[config.mk]
export PLATFORM = sky130hd
export DESIGN_NAME = fl32_accumulator
export DESIGN_NICKNAME = d
export VERILOG_FILES = /design/src/rtl/fl32_accumulator.sv
export SDC_FILE = /design/constraint.sdc
export NUM_CORES = 1
export LEC_CHECK = 0
export CORE_MARGIN = 10
export CORE_UTILIZATION = 36
export CTS_CLUSTER_DIAMETER = 30
export DETAILED_ROUTE_END_ITERATION = 7
export PLACE_DENSITY = 0.81
export SETUP_SLACK_MARGIN = 0.4
export SLEW_MARGIN = 20
export SYNTH_ARGS = -nofsm -noshare
export SYNTH_HDL_FRONTEND = slang
export SYNTH_SLANG_ARGS = --single-unit
[constraint.sdc]
create_clock -name clk -period 2.55 [get_ports clk]
set_input_delay 0.6375 -clock clk [delete_from_list [all_inputs] [get_ports clk]]
set_output_delay 0.6375 -clock clk [all_outputs]
set_load 0.02 [all_outputs]
[src/rtl/fl32_accumulator.sv]
// fl32_accumulator
//   Streams IEEE-754 single elements into a running sum using an external
//   combinational fp32 adder. The first element of a stream is loaded
//   directly; each later element is added through the adder. Accepting the
//   element flagged in_last produces a result that is held until the consumer
//   takes it.
//
// Optional feature (macro FL32_ACC_SPECIAL_STICKY_EN):
//   once the accumulator holds inf/NaN (exponent 8'hFF) it freezes for the
//   rest of the stream and out_special reports it. Without the macro the
//   accumulator always loads add_out and out_special is tied low.
//
// Handshakes: a transfer happens on a rising edge where valid and ready are
//   both high; valid never waits for ready, and ready/valid outputs here are
//   pure decodes of registered state.
//
// Ports
//   clk, rst_n           clock, asynchronous active-low reset
//   in_valid/in_ready    input element handshake
//   in_data, in_last     fp32 element and end-of-stream flag
//   add_in_0, add_in_1   operands to the external adder (acc, in_data)
//   add_out              adder result, same cycle
//   out_valid/out_ready  result handshake
//   out_sum, out_count   accumulated sum and element count (saturating)
//   out_special          accumulated value is inf/NaN
//   busy                 stream in progress or result pending
//   dbg_state            current FSM state (0 IDLE, 1 ACCUM, 2 DONE)

module fl32_accumulator #(
    parameter int CNT_W = 9
) (
    input  logic             clk,
    input  logic             rst_n,
    input  logic             in_valid,
    output logic             in_ready,
    input  logic [31:0]      in_data,
    input  logic             in_last,
    output logic [31:0]      add_in_0,
    output logic [31:0]      add_in_1,
    input  logic [31:0]      add_out,
    output logic             out_valid,
    input  logic             out_ready,
    output logic [31:0]      out_sum,
    output logic [CNT_W-1:0] out_count,
    output logic             out_special,
    output logic             busy,
    output logic [1:0]       dbg_state
);

    typedef enum logic [1:0] {
        IDLE  = 2'd0,
        ACCUM = 2'd1,
        DONE  = 2'd2
    } state_t;

    state_t           state_q, state_d;
    logic [31:0]      acc_q, acc_d;
    logic [CNT_W-1:0] cnt_q, cnt_d;
    logic             accept;
    logic             acc_is_special;
    logic [CNT_W-1:0] cnt_inc;
    logic [31:0]      acc_next_sum;

    assign acc_is_special = (acc_q[30:23] == 8'hFF);

    // Count sticks at its maximum rather than wrapping.
    assign cnt_inc = (cnt_q == {CNT_W{1'b1}}) ? cnt_q : cnt_q + 1'b1;

`ifdef FL32_ACC_SPECIAL_STICKY_EN
    // An inf/NaN accumulator is frozen so the first special value survives.
    assign acc_next_sum = acc_is_special ? acc_q : add_out;
    assign out_special  = acc_is_special;
`else
    assign acc_next_sum = add_out;
    assign out_special  = 1'b0;
`endif

    // Status outputs decode registered state only.
    assign in_ready  = (state_q != DONE);
    assign out_valid = (state_q == DONE);
    assign busy      = (state_q != IDLE);
    assign dbg_state = state_q;

    assign accept    = in_valid && in_ready;

    assign add_in_0  = acc_q;
    assign add_in_1  = in_data;
    assign out_sum   = acc_q;
    assign out_count = cnt_q;

    always_comb begin
        state_d = state_q;
        acc_d   = acc_q;
        cnt_d   = cnt_q;
        case (state_q)
            IDLE: begin
                if (accept) begin
                    acc_d   = in_data;
                    cnt_d   = {{(CNT_W-1){1'b0}}, 1'b1};
                    state_d = in_last ? DONE : ACCUM;
                end
            end
            ACCUM: begin
                if (accept) begin
                    acc_d   = acc_next_sum;
                    cnt_d   = cnt_inc;
                    state_d = in_last ? DONE : ACCUM;
                end
            end
            DONE: begin
                if (out_ready) begin
                    acc_d   = 32'h0;
                    cnt_d   = '0;
                    state_d = IDLE;
                end
            end
            default: begin
                state_d = IDLE;
                acc_d   = 32'h0;
                cnt_d   = '0;
            end
        endcase
    end

    always_ff @(posedge clk or negedge rst_n) begin
        if (!rst_n) begin
            state_q <= IDLE;
            acc_q   <= 32'h0;
            cnt_q   <= '0;
        end else begin
            state_q <= state_d;
            acc_q   <= acc_d;
            cnt_q   <= cnt_d;
        end
    end

endmodule

==> metrics.txt <==
Placed Instances=476; Total Wirelength=8520 um; critical-path maximum fanout=2; Clock Sinks=43; relative slew slack=56.7%; initial DRC count=48; WP depth=2; Synth async-reset ratio=100%; FP Rows=31; Hold WS=0.367 ns; DR DRC count=0; Clock Skew=0.00355 ns; combinational share of power=48.5%; DRT Pass-1 Iters=4; CTS max path bufs=2; setup TNS=0 ns; status=complete, no violations; vias in the first global route=2468; power share of the clock group=17.3%; DR WL/cell=17.6 um; Crit path max-delay family=buffers and inverters; total gr overflow=0; Critical Path Source=in_data[12]; most common cell in the netlist=buf_4; power density over the cells=653 nW/um^2; Worst-path clk slew=0.08 ns; post-synth top area share=40.0%; min-delay worst type=in -> async; Worst VDD drop=0.331 mV; largest net degree at the start of global routing=33; CP bufs+invs=2; Seq pwr share=34.2%; final worst path period need=2.12 ns; GP Congestion=0.767; Fmax achieved=471 MHz; Static Leakage=0.00180 uW; Final Hold Violating Endpoints=0; internal power=1700 uW; EDFF count, synth=0; CTS tree=yes; Switching Fraction=37.4%; max incr delay on CP=0.50 ns; number of distinct library cells after synthesis=33; first-pass GRT wire length=13400 um; part of the Yosys area used for sequential elements=40.0%; Syn Nets=343; CTS Root Cell=clkbuf_8; slowest stage cell, crit path=clkdlybuf4s50_1; fillcell total=656; layout cells sized above 1=6.22%; hpwl dp=6950 um; crit share post-route=83.3%; via count=2279; MaxCap Viol Count=0; io pins=180; Die Area=11300 um^2; Setup Crit Path Kind=in -> out; top_reg_cell synth=dfrtp_1; CP Capture Type=primary output; RSZ-0062 raised after global routing=false; Starting Density=37.1%; Layout area overhead=54.6%; syn avg cell area=9.90 um^2; largest area contributor in the netlist=dfrtp_1; Ys Warns=0; initial antenna violation count=0; post-route insts no fill=485; core area=7250 um^2; number of synthesized register bits=43; Synth Instances=272; H-tree depth=2; Startpoint Class=input port; required time of the critical path=1.91 ns; Cell Chain, Critical Path=clkdlybuf4s50_1 > dlygate4sd2_1; die height=106 um; Sw Pwr=1020 uW; CP Data Arrival Time=1.49 ns; max-slew violations=0; worst-margin pin slew=0.650 ns; final setup fails=0; CTS Buf Count=5; Power, Total=2720 uW; Clock Latency Late Sink=0.29 ns; Diodes inserted=0; Die X=106 um; top cells by area, synth=dfrtp_1, buf_4, mux2i_1; worst reg2reg path startpoint=out_count[0]; IO Port Bufs=178; Routed Antenna Nets=0; Post-synth top cells=buf_4, dfrtp_1, nand2_1; vias per cell=4.70; post-synthesis instance area=2690 um^2; GRT Total Usage=14.4%; Final nets=456; worst reg-to-reg path cell count=8
logic make-up after synthesis:
kind of cell / after synthesis / share of synthesized area [%]
DFF: 43 / 40.0
adders and majority gates: 2 / 0.929
and+or+nand+nor: 57 / 9.29
buffers and inverters: 83 / 22.5
muxes: 33 / 12.3
other: 1 / 0.139
xor gates and xnor gates: 2 / 0.651
AOI/OAI and AO/OA: 51 / 14.2
cell usage in the layout (no fill, tap or decap), drive strengths merged, types with 2 or more instances in the layout:
master,netlist,layout
o21ai,7,7
dlygate4sd2,0,31
clkdlybuf4s50,0,141
o31ai,32,32
mux2i,32,32
nand3,3,3
clkbuf,4,8
a21oi,3,3
nand3b,2,2
nand2,39,39
o211ai,4,4
inv,2,2
buf,77,10
or4,2,2
xor2,2,2
nor2,5,5
dfrtp,43,43
o21a,2,2
dlymetal6s2s,0,4
ha,2,2
final timing paths:
kind                                end  slack (ns)
max reg2reg                out_count[4]        0.52
max in group asynchronous  add_in_0[11]        1.51
min                        out_count[3]        0.37
min reg2reg                 add_in_0[4]        0.51
max                        add_in_1[12]        0.43
min in group clk            add_in_0[4]        0.51
final cells by class:
type,count,area (um^2),area share [%]
well taps,99,124,2.97
multi-input cells,146,1010,24.3
clock buffers,8,100,2.40
repair buffers,187,1840,44.2
inverters,2,7.51,0.180
flip-flops and latches,43,1080,26.0
power by group through the flow:
stage | logic [uW] | clock network (uW) | registers (uW)
detailed placement | 1360 | 0 | 944
CTS | 1340 | 496 | 932
floorplan | 668 | 0 | 1060
global route | 1400 | 526 | 956
global placement | 1340 | 0 | 936
finish | 1320 | 471 | 929
flip-flops by register name, indices dropped and copies added (netlist names):
signal and cells:
add_in_0 32, dbg_state 2, out_count 9
metrics by stage:
| step | area, um^2 | util, % | worst slack, ns |
|---|---|---|---|
| floorplan | 2690 | - | 0.420 |
| finish | 4160 | 57.4 | 0.427 |
| global route | 4160 | 57.4 | 0.407 |
| detailed placement | 4080 | 56.3 | 0.147 |
| global placement | 4080 | 56.3 | 0.156 |
| CTS | 4140 | 57.1 | 0.163 |
per-layer routing:
metal | track usage (%) | vias up | wire [um]
li1 | - | 1106 | -
met1 | 14.6 | 1071 | 3060
met2 | 27.0 | 99 | 4630
met3 | 6.40 | 3 | 798
met4 | 2.32 | 0 | 25
met5 | 0 | - | 0
what timing repair did:
action / CTS / global route
hold buffers: 0 / 0
setup buffers: 0 / 1
pin swaps: 0 / 1
endpoints found under the setup margin: 37 / 6
gates resized for setup: 33 / 6
(Power assumes the default switching activity.)
